<file path="src/rtl/gbn_tx_scheduler.sv">
// Go-Back-N transmit scheduler: buffers unacked frames, sequences them onto the
// link, consumes cumulative ACKs and rewinds to the oldest unacked frame on timeout.
module gbn_tx_scheduler #(
    parameter int DATA_WIDTH  = 8,
    parameter int SEQ_BITS    = 3,
    parameter int WINDOW_SIZE = 4,
    parameter int TIMEOUT     = 16,
    parameter int MAX_RETRY   = 3
) (
    input  logic                  clk,
    input  logic                  rst,
    input  logic [DATA_WIDTH-1:0] data_in,
    input  logic                  valid_in,
    output logic                  ready_out,
    output logic [DATA_WIDTH-1:0] tx_data,
    output logic [SEQ_BITS-1:0]   tx_seq,
    output logic                  tx_valid,
    input  logic                  tx_ready,
    input  logic                  ack_in,
    input  logic [SEQ_BITS-1:0]   ack_seq,
    output logic [SEQ_BITS-1:0]   outstanding,
    output logic                  retx_pulse,
    output logic                  link_fail
);

    localparam int IW    = (WINDOW_SIZE > 1) ? $clog2(WINDOW_SIZE) : 1;
    localparam int DEPTH = 2 ** IW;
    localparam int TW    = $clog2(TIMEOUT);
    localparam int RW    = $clog2(MAX_RETRY + 1);
    localparam logic [SEQ_BITS-1:0] WIN = SEQ_BITS'(WINDOW_SIZE);

    typedef enum logic [1:0] {IDLE, ACTIVE, FAIL} state_t;

    state_t              state_q, state_d;
    logic [SEQ_BITS-1:0] base_q, base_d, send_q, send_d, hi_q, hi_d, next_q, next_d;
    logic [TW-1:0]       timer_q, timer_d;
    logic [RW-1:0]       retry_q, retry_d;
    logic [DATA_WIDTH-1:0] buf_q [DEPTH];

    logic                acc_fire, tx_fire, ack_valid, timeout;
    logic [SEQ_BITS-1:0] ack_dist, new_base, send_adv;

    assign outstanding = next_q - base_q;
    assign link_fail   = (state_q == FAIL);
    assign ready_out   = (outstanding < WIN) && !link_fail;
    assign tx_valid    = (send_q != next_q) && !link_fail;
    assign tx_seq      = send_q;
    assign tx_data     = buf_q[send_q[IW-1:0]];

    assign acc_fire  = valid_in && ready_out;
    assign tx_fire   = tx_valid && tx_ready;
    assign send_adv  = tx_fire ? send_q + SEQ_BITS'(1) : send_q;
    // Only ACKs for frames that have actually been sent and are still unacked count.
    assign ack_dist  = ack_seq - base_q;
    assign ack_valid = ack_in && !link_fail && (ack_dist < (hi_q - base_q));
    assign new_base  = ack_seq + SEQ_BITS'(1);
    assign timeout   = !link_fail && (base_q != hi_q) &&
                       (timer_q == TW'(TIMEOUT - 1)) && !ack_valid;
    assign retx_pulse = timeout;

    always_comb begin
        base_d  = base_q;
        send_d  = send_q;
        hi_d    = hi_q;
        next_d  = next_q;
        timer_d = timer_q;
        retry_d = retry_q;
        state_d = state_q;
        if (state_q != FAIL) begin
            if (acc_fire) begin
                next_d = next_q + SEQ_BITS'(1);
            end
            if (ack_valid) begin
                base_d  = new_base;
                hi_d    = (tx_fire && send_q == hi_q) ? hi_q + SEQ_BITS'(1) : hi_q;
                send_d  = ((send_adv - base_q) < (new_base - base_q)) ? new_base : send_adv;
                timer_d = '0;
                retry_d = '0;
                if (new_base == hi_d) begin
                    state_d = IDLE;
                end else if (tx_fire) begin
                    state_d = ACTIVE;
                end
            end else if (timeout) begin
                // Go-back overrides any transmit handshake in this cycle.
                send_d  = base_q;
                timer_d = '0;
                if (retry_q == RW'(MAX_RETRY - 1)) begin
                    state_d = FAIL;
                end else begin
                    retry_d = retry_q + RW'(1);
                end
            end else begin
                timer_d = (base_q != hi_q) ? timer_q + TW'(1) : '0;
                if (tx_fire) begin
                    send_d = send_adv;
                    if (send_q == hi_q) begin
                        hi_d = hi_q + SEQ_BITS'(1);
                    end
                    if (state_q == IDLE) begin
                        state_d = ACTIVE;
                    end
                end
            end
        end
    end

    always_ff @(posedge clk) begin
        if (rst) begin
            state_q <= IDLE;
            base_q  <= '0;
            send_q  <= '0;
            hi_q    <= '0;
            next_q  <= '0;
            timer_q <= '0;
            retry_q <= '0;
        end else begin
            state_q <= state_d;
            base_q  <= base_d;
            send_q  <= send_d;
            hi_q    <= hi_d;
            next_q  <= next_d;
            timer_q <= timer_d;
            retry_q <= retry_d;
        end
    end

    always_ff @(posedge clk) begin
        if (rst) begin
            for (int i = 0; i < DEPTH; i++) begin
                buf_q[i] <= '0;
            end
        end else if (acc_fire) begin
            buf_q[next_q[IW-1:0]] <= data_in;
        end
    end

endmodule

</file>
<file path="config.mk">
export PLATFORM = sky130hd
export DESIGN_NAME = gbn_tx_scheduler
export DESIGN_NICKNAME = d
export VERILOG_FILES = /design/src/rtl/gbn_tx_scheduler.sv
export SDC_FILE = /design/constraint.sdc
export NUM_CORES = 1
export LEC_CHECK = 0
export ABC_AREA = 1
export CAP_MARGIN = 10
export CORE_MARGIN = 2
export CORE_UTILIZATION = 45
export CTS_CLUSTER_DIAMETER = 120
export CTS_CLUSTER_SIZE = 25
export DETAILED_ROUTE_END_ITERATION = 12
export MAX_ROUTING_LAYER = met4
export PLACE_DENSITY = 0.65
export SLEW_MARGIN = 20
export SYNTH_ARGS = -nofsm -noshare
export SYNTH_HDL_FRONTEND = slang
export SYNTH_SLANG_ARGS = --single-unit
export TNS_END_PERCENT = 1
</file>
<file path="constraint.sdc">
create_clock -name clk -period 2.95 [get_ports clk]
set_input_delay 0.59 -clock clk [delete_from_list [all_inputs] [get_ports clk]]
set_output_delay 0.59 -clock clk [all_outputs]
set_load 0.1 [all_outputs]
</file>
**Yosys cells after proc, flatten, opt, wreduce, memory -nomap -nowiden**

Memories as Yosys holds them, arrays and structs flattened. A register that Yosys moved wholly into a read port is not among the register bits.
Index checks and enable logic that the tools add are counted.

- Add/sub/neg operators: 11
- Magnitude comparators: 3
- Equal/unequal tests: 12
- Multiplexer cells: 33
- Reduce and logical (&&, ||, !) cells: 25

Operator list:

| cell | number |
|---|---|
| 2-to-1 mux 3 bit | 10 |
| 2-to-1 mux 2 bit | 13 |
| subtractor 3 bit | 5 |
| adder 3 x 1 -> 3 bit (second input constant) | 4 |
| 2-to-1 mux 4 bit | 3 |
| logical AND 1 bit | 10 |
| 2-to-1 mux 8 bit | 1 |
| OR reduction 8 bit | 1 |
| equality test 3 bit | 2 |
| < comparator 3 bit | 2 |
| 2-to-1 mux 1 bit | 6 |
| != test 3 bit | 2 |
| AND reduction 2 bit | 3 |
| nonzero test 2 bit | 3 |
| nonzero test 3 bit | 2 |
| AND reduction 5 bit | 1 |
| adder 4 x 1 -> 4 bit (second input constant) | 1 |
| equality test 2 bit (second input constant) | 2 |
| equality test 4 bit (second input constant) | 1 |
| != test 2 bit (second input constant) | 2 |
| AND reduction 4 bit | 1 |
| < comparator 3 bit (second input constant) | 1 |
| != test 3 x 1 -> 1 bit (second input constant) | 1 |
| != test 3 x 2 -> 1 bit (second input constant) | 1 |
| other kinds (5) | 6 |

- Flip-flop bits (word level): 20
- RAM bits: 32
- Output and inout bits: 18
- Word-level logic and storage cells: 92
- Memories kept: 1

Memory list:

| name | depth | width | rd ports | clocked after Yosys merged registers in | wr ports | RTL line | source |
|---|---|---|---|---|---|---|---|
| buf_q | 4 | 8 | 1 | 1 | 4 | 38 | `logic [DATA_WIDTH-1:0] buf_q [DEPTH];` |

**Depth between registers and ports, before layout**

- Word-level depth: 11
- Mapped depth: 19
- Gate-level depth less buffers: 19

**Worst setup path after synthesis**

OpenSTA, ideal clock, no wires.

- Path type: register to register
- Start point: reg next_q[0]
- End point: mem buf_q[2][0], enable pin
- Data arrival time: 4.797 ns
- Slack: -2.148 ns
- Stages on the path, launching flop included: 13
- Path buffers: 0
- Period minus slack after synthesis: 5.098 ns
- Cells stage by stage: dfxtp_1 -> inv_2 -> ha_1 -> fa_1 -> xnor2_1 -> xnor2_1 -> nor2_1 -> nand2_1 -> nor2_2 -> inv_2 -> nor2_1 -> nand2_2 -> nand2_1

RTL lines:

| item | RTL line | source |
|---|---|---|
| start: declaration | 35 | `logic [SEQ_BITS-1:0] base_q, base_d, send_q, send_d, hi_q, hi_d, next_q, next_d;` |
| start signal: assignment | 122 | `next_q <= next_d;` |
| end: declaration | 38 |  |

**Worst setup path in the final report**

- Start point: in ack_seq[0]
- End point: out retx_pulse

- Longest elaborated chain between the ends: 5

RTL lines:

| item | RTL line | source |
|---|---|---|
| start: declaration | 20 | `input logic [SEQ_BITS-1:0] ack_seq,` |
| subtractor 3 bit | 54 | `assign ack_dist = ack_seq - base_q;` |
| < comparator 3 bit | 55 | `assign ack_valid = ack_in && !link_fail && (ack_dist < (hi_q - base_q));` |
| logical AND 1 bit | 55 |  |
| logical NOT 1 bit | 58 | `(timer_q == TW'(TIMEOUT - 1)) && !ack_valid;` |
| logical AND 1 bit | 58 |  |
| end: declaration | 22 | `output logic retx_pulse,` |

Every way passes these cells.

==> flow_summary.yaml <==
synthesis:
  synthSimpleGateAreaFrac_pct: 18.80
  synth_seq_cells: 54
  synth.avg_cell_area_um2: 8.539
  yosysTopAreaCell: "edfxtp_1"
  synthAdderAreaFrac_pct: 9.768
  synth.distinct_cells: 33
  synth_top_family_by_area: "simple AND/OR/NAND/NOR gates"
  synth_common_cells: "nor2_1, nand2_1, inv_1"
  synthesis.nets: 397
  netlist_area_um2: 3074
  yosys-top-cells-area: "edfxtp_1, dfxtp_1, nor2_1, ha_1, nand2_1"
  synth.top_cell.area_share_pct: 31.26
  synth_enable_flop_cells: 32
  seq_area_frac_synth_pct: 45.58
  ys_async_sr_fraction_pct: 0
  syn-instance-count: 360
  yosysMostFrequentCell: "nor2_1"
  synth_mux_area_share_pct: 0
  synthXorXnorAreaFrac_pct: 5.128
  synth-main-ff-cell: "edfxtp_1"
  synth_warnings: 0
  synth_compound_area_share_pct: 13.43
sta:
  rsz0062_at_grt: "yes"
  tightest_slew_ns: 0.5287
  max_freq_mhz: 320.9
  maxSlewHeadroom_pct: 64.72
  fin_crit_ns: 3.116
  finalSetupViolCount: 8
  slew_violations: 0
  clock_skew_ns: 0.01067
  fin_ws_ns: -0.1664
  period_share_pct: 105.6
  hold_violations: 0
route:
  detail-route-antenna-nets: 0
  viasPerCell: 5.174
  vias: 2773
  drtIter0Drc: 101
  drt-wirelength-per-cell_um: 14.63
  first_pass_iters: 4
  post-route-drc-count: 0
  finalWirelength_um: 7844
floorplanning:
  io_pins: 34
  die_w_um: 86.66
  die_y_um: 86.66
  rows: 30
  start_util_pct: 45.75
  core-area_um2: 6719
  dieArea_um2: 7509
cells_and_area:
  fin_cells: 536
  areaGrowthSynthToFinish_pct: 37.08
  final_cell_area_um2: 4214
  drive_gt1_share_pct: 30.70
  diodes: 0
  nets: 492
  n_fill_cell: 576
clock_network:
  cts_htree_levels: 2
  clockBufferDepth: 2
  ctsRootBufferMaster: "clkbuf_8"
  clkLatencyLatePin_ns: 0.32
  numCtsBuffers: 5
  cts_tree: "built"
  clkSinkCount: 54
  clkTransAtPathRegs_ns: 0.10
global_route:
  antenna_found_initial: 0
  grt_pass1_vias: 2712
  grt_max_degree: 20
  gr-total-overflow: 0
  grt_usage_pct: 22.84
  grt_pass1_wl_um: 12880
setup_path:
  crit_arrival_ns: 2.53
  crit_chain: "buf_8 -> inv_6 -> ha_4 -> inv_2 -> fa_2 -> xnor2_2 -> xor2_1 -> ha_1 -> o211ai_1 -> nand4_1 -> nand3_2 -> inv_2 -> buf_12"
  cp.required_ns: 2.36
  crit_path_start_kind: "input port"
  cp_max_fo: 2
  end_kind: "primary output"
  cpLargestDelayFamily: "adder cells"
  cp_slowest_stage_delay_ns: 0.34
  cp_slowest_cell: "fa_2"
  path_class: "input port to primary output"
  critPathBufInv: 5
  crit_top_cell: "inv_2"
hold_path:
  hold_path_class: "flip-flop to flip-flop"
placed_design:
  dp_hpwl_um: 5481
  io_buffers: 33
  routabilityCongestion: 0.8782
  placedCellCount: 508
  place_area_um2: 3860
flow_run:
  drv_cap: 0
status:
  status: "finished, violations left"
  violations: "negative setup slack"
sequential cells by signal, indices dropped and copies added (netlist names), named ones only:
register and cells:
buf_q 32, timer_q 4, base_q 3, hi_q 3
next_q 3, tx_seq 3, retry_q 2, state_q 2
per-stage QoR:
stage               worst slack, ns  setup TNS, ns  utilization, %  hold WS (ns)
global route                -0.2736         -1.753           62.72        0.5410
global placement            -0.4739         -6.256           57.45        0.4760
finish                      -0.1664        -0.6624           62.72        0.5019
detailed placement          -0.6426         -8.466           57.45        0.4902
CTS                         -0.1638        -0.8336           61.90        0.5056
floorplan                   -0.7769         -38.92               -        0.4582
path summary, 6_finish.rpt:
check	start	endpoint	slack (ns)	depth (start not counted)
setup reg to reg	tx_seq[1]	tx_seq[0]	-0.09	19
hold / removal	timer_q[3]	timer_q[3]	0.50	2
hold reg to reg	timer_q[3]	timer_q[3]	0.50	2
setup / recovery	ack_seq[0]	retx_pulse	-0.17	13
worst min-delay path: cells and delay by family, from the launching register on:
kind,cells,cell delay (ns)
DFF,1,0.34
and+or+nand+nor,1,0.07
AOI/OAI and AO/OA,1,0.06
cell type report:
cell class | count | area, um2 | share of cell area, %
Tap cell | 80 | 100.1 | 2.375
Inverter | 51 | 196.4 | 4.662
Sequential cell | 54 | 1419 | 33.67
Clock buffer | 5 | 68.82 | 1.633
Multi-Input combinational cell | 248 | 1572 | 37.29
Timing Repair Buffer | 95 | 829.5 | 19.69
Clock inverter | 3 | 28.78 | 0.6829
layer usage:
metal	wire length, um	share of wire, %	track usage [%]
met1	3247	41	26.38
met2	4137	53	40.21
met3	303	3.9	3.238
met4	156	2.0	8.523
met5	0	0	-
cell families (layout without fill, tap and decap cells):
| kind of cell | count (synthesis) | in the layout |
|---|---|---|
| simple gates | 137 | 137 |
| compound gates | 72 | 72 |
| buf+inv | 58 | 154 |
| flops | 54 | 54 |
| fa+ha+maj | 21 | 21 |
| xor+xnor | 18 | 18 |
placed cells by master (no fill, tap or decap), types with 8 or more instances in the layout:
master,count
buf_4,73
nor2_1,56
nand2_1,42
inv_1,41
edfxtp_1,32
o21ai_0,27
a21oi_1,16
dfxtp_1,16
ha_1,14
clkdlybuf4s50_1,13
xnor2_1,10
nand2_2,9
inv_2,8
o22ai_1,8
nand3_1,8
timing repair:
item | CTS | global route
setup endpoints to repair | 15 | 22
pin swaps | 11 | 23
gates resized for setup | 24 | 22
setup buffers | 19 | 2
endpoints found under the hold margin | 0 | 0
hold buffers | 0 | 0
Power is not shown: default switching activity piles up to over one toggle a cycle in this logic, so the estimate is an artifact.
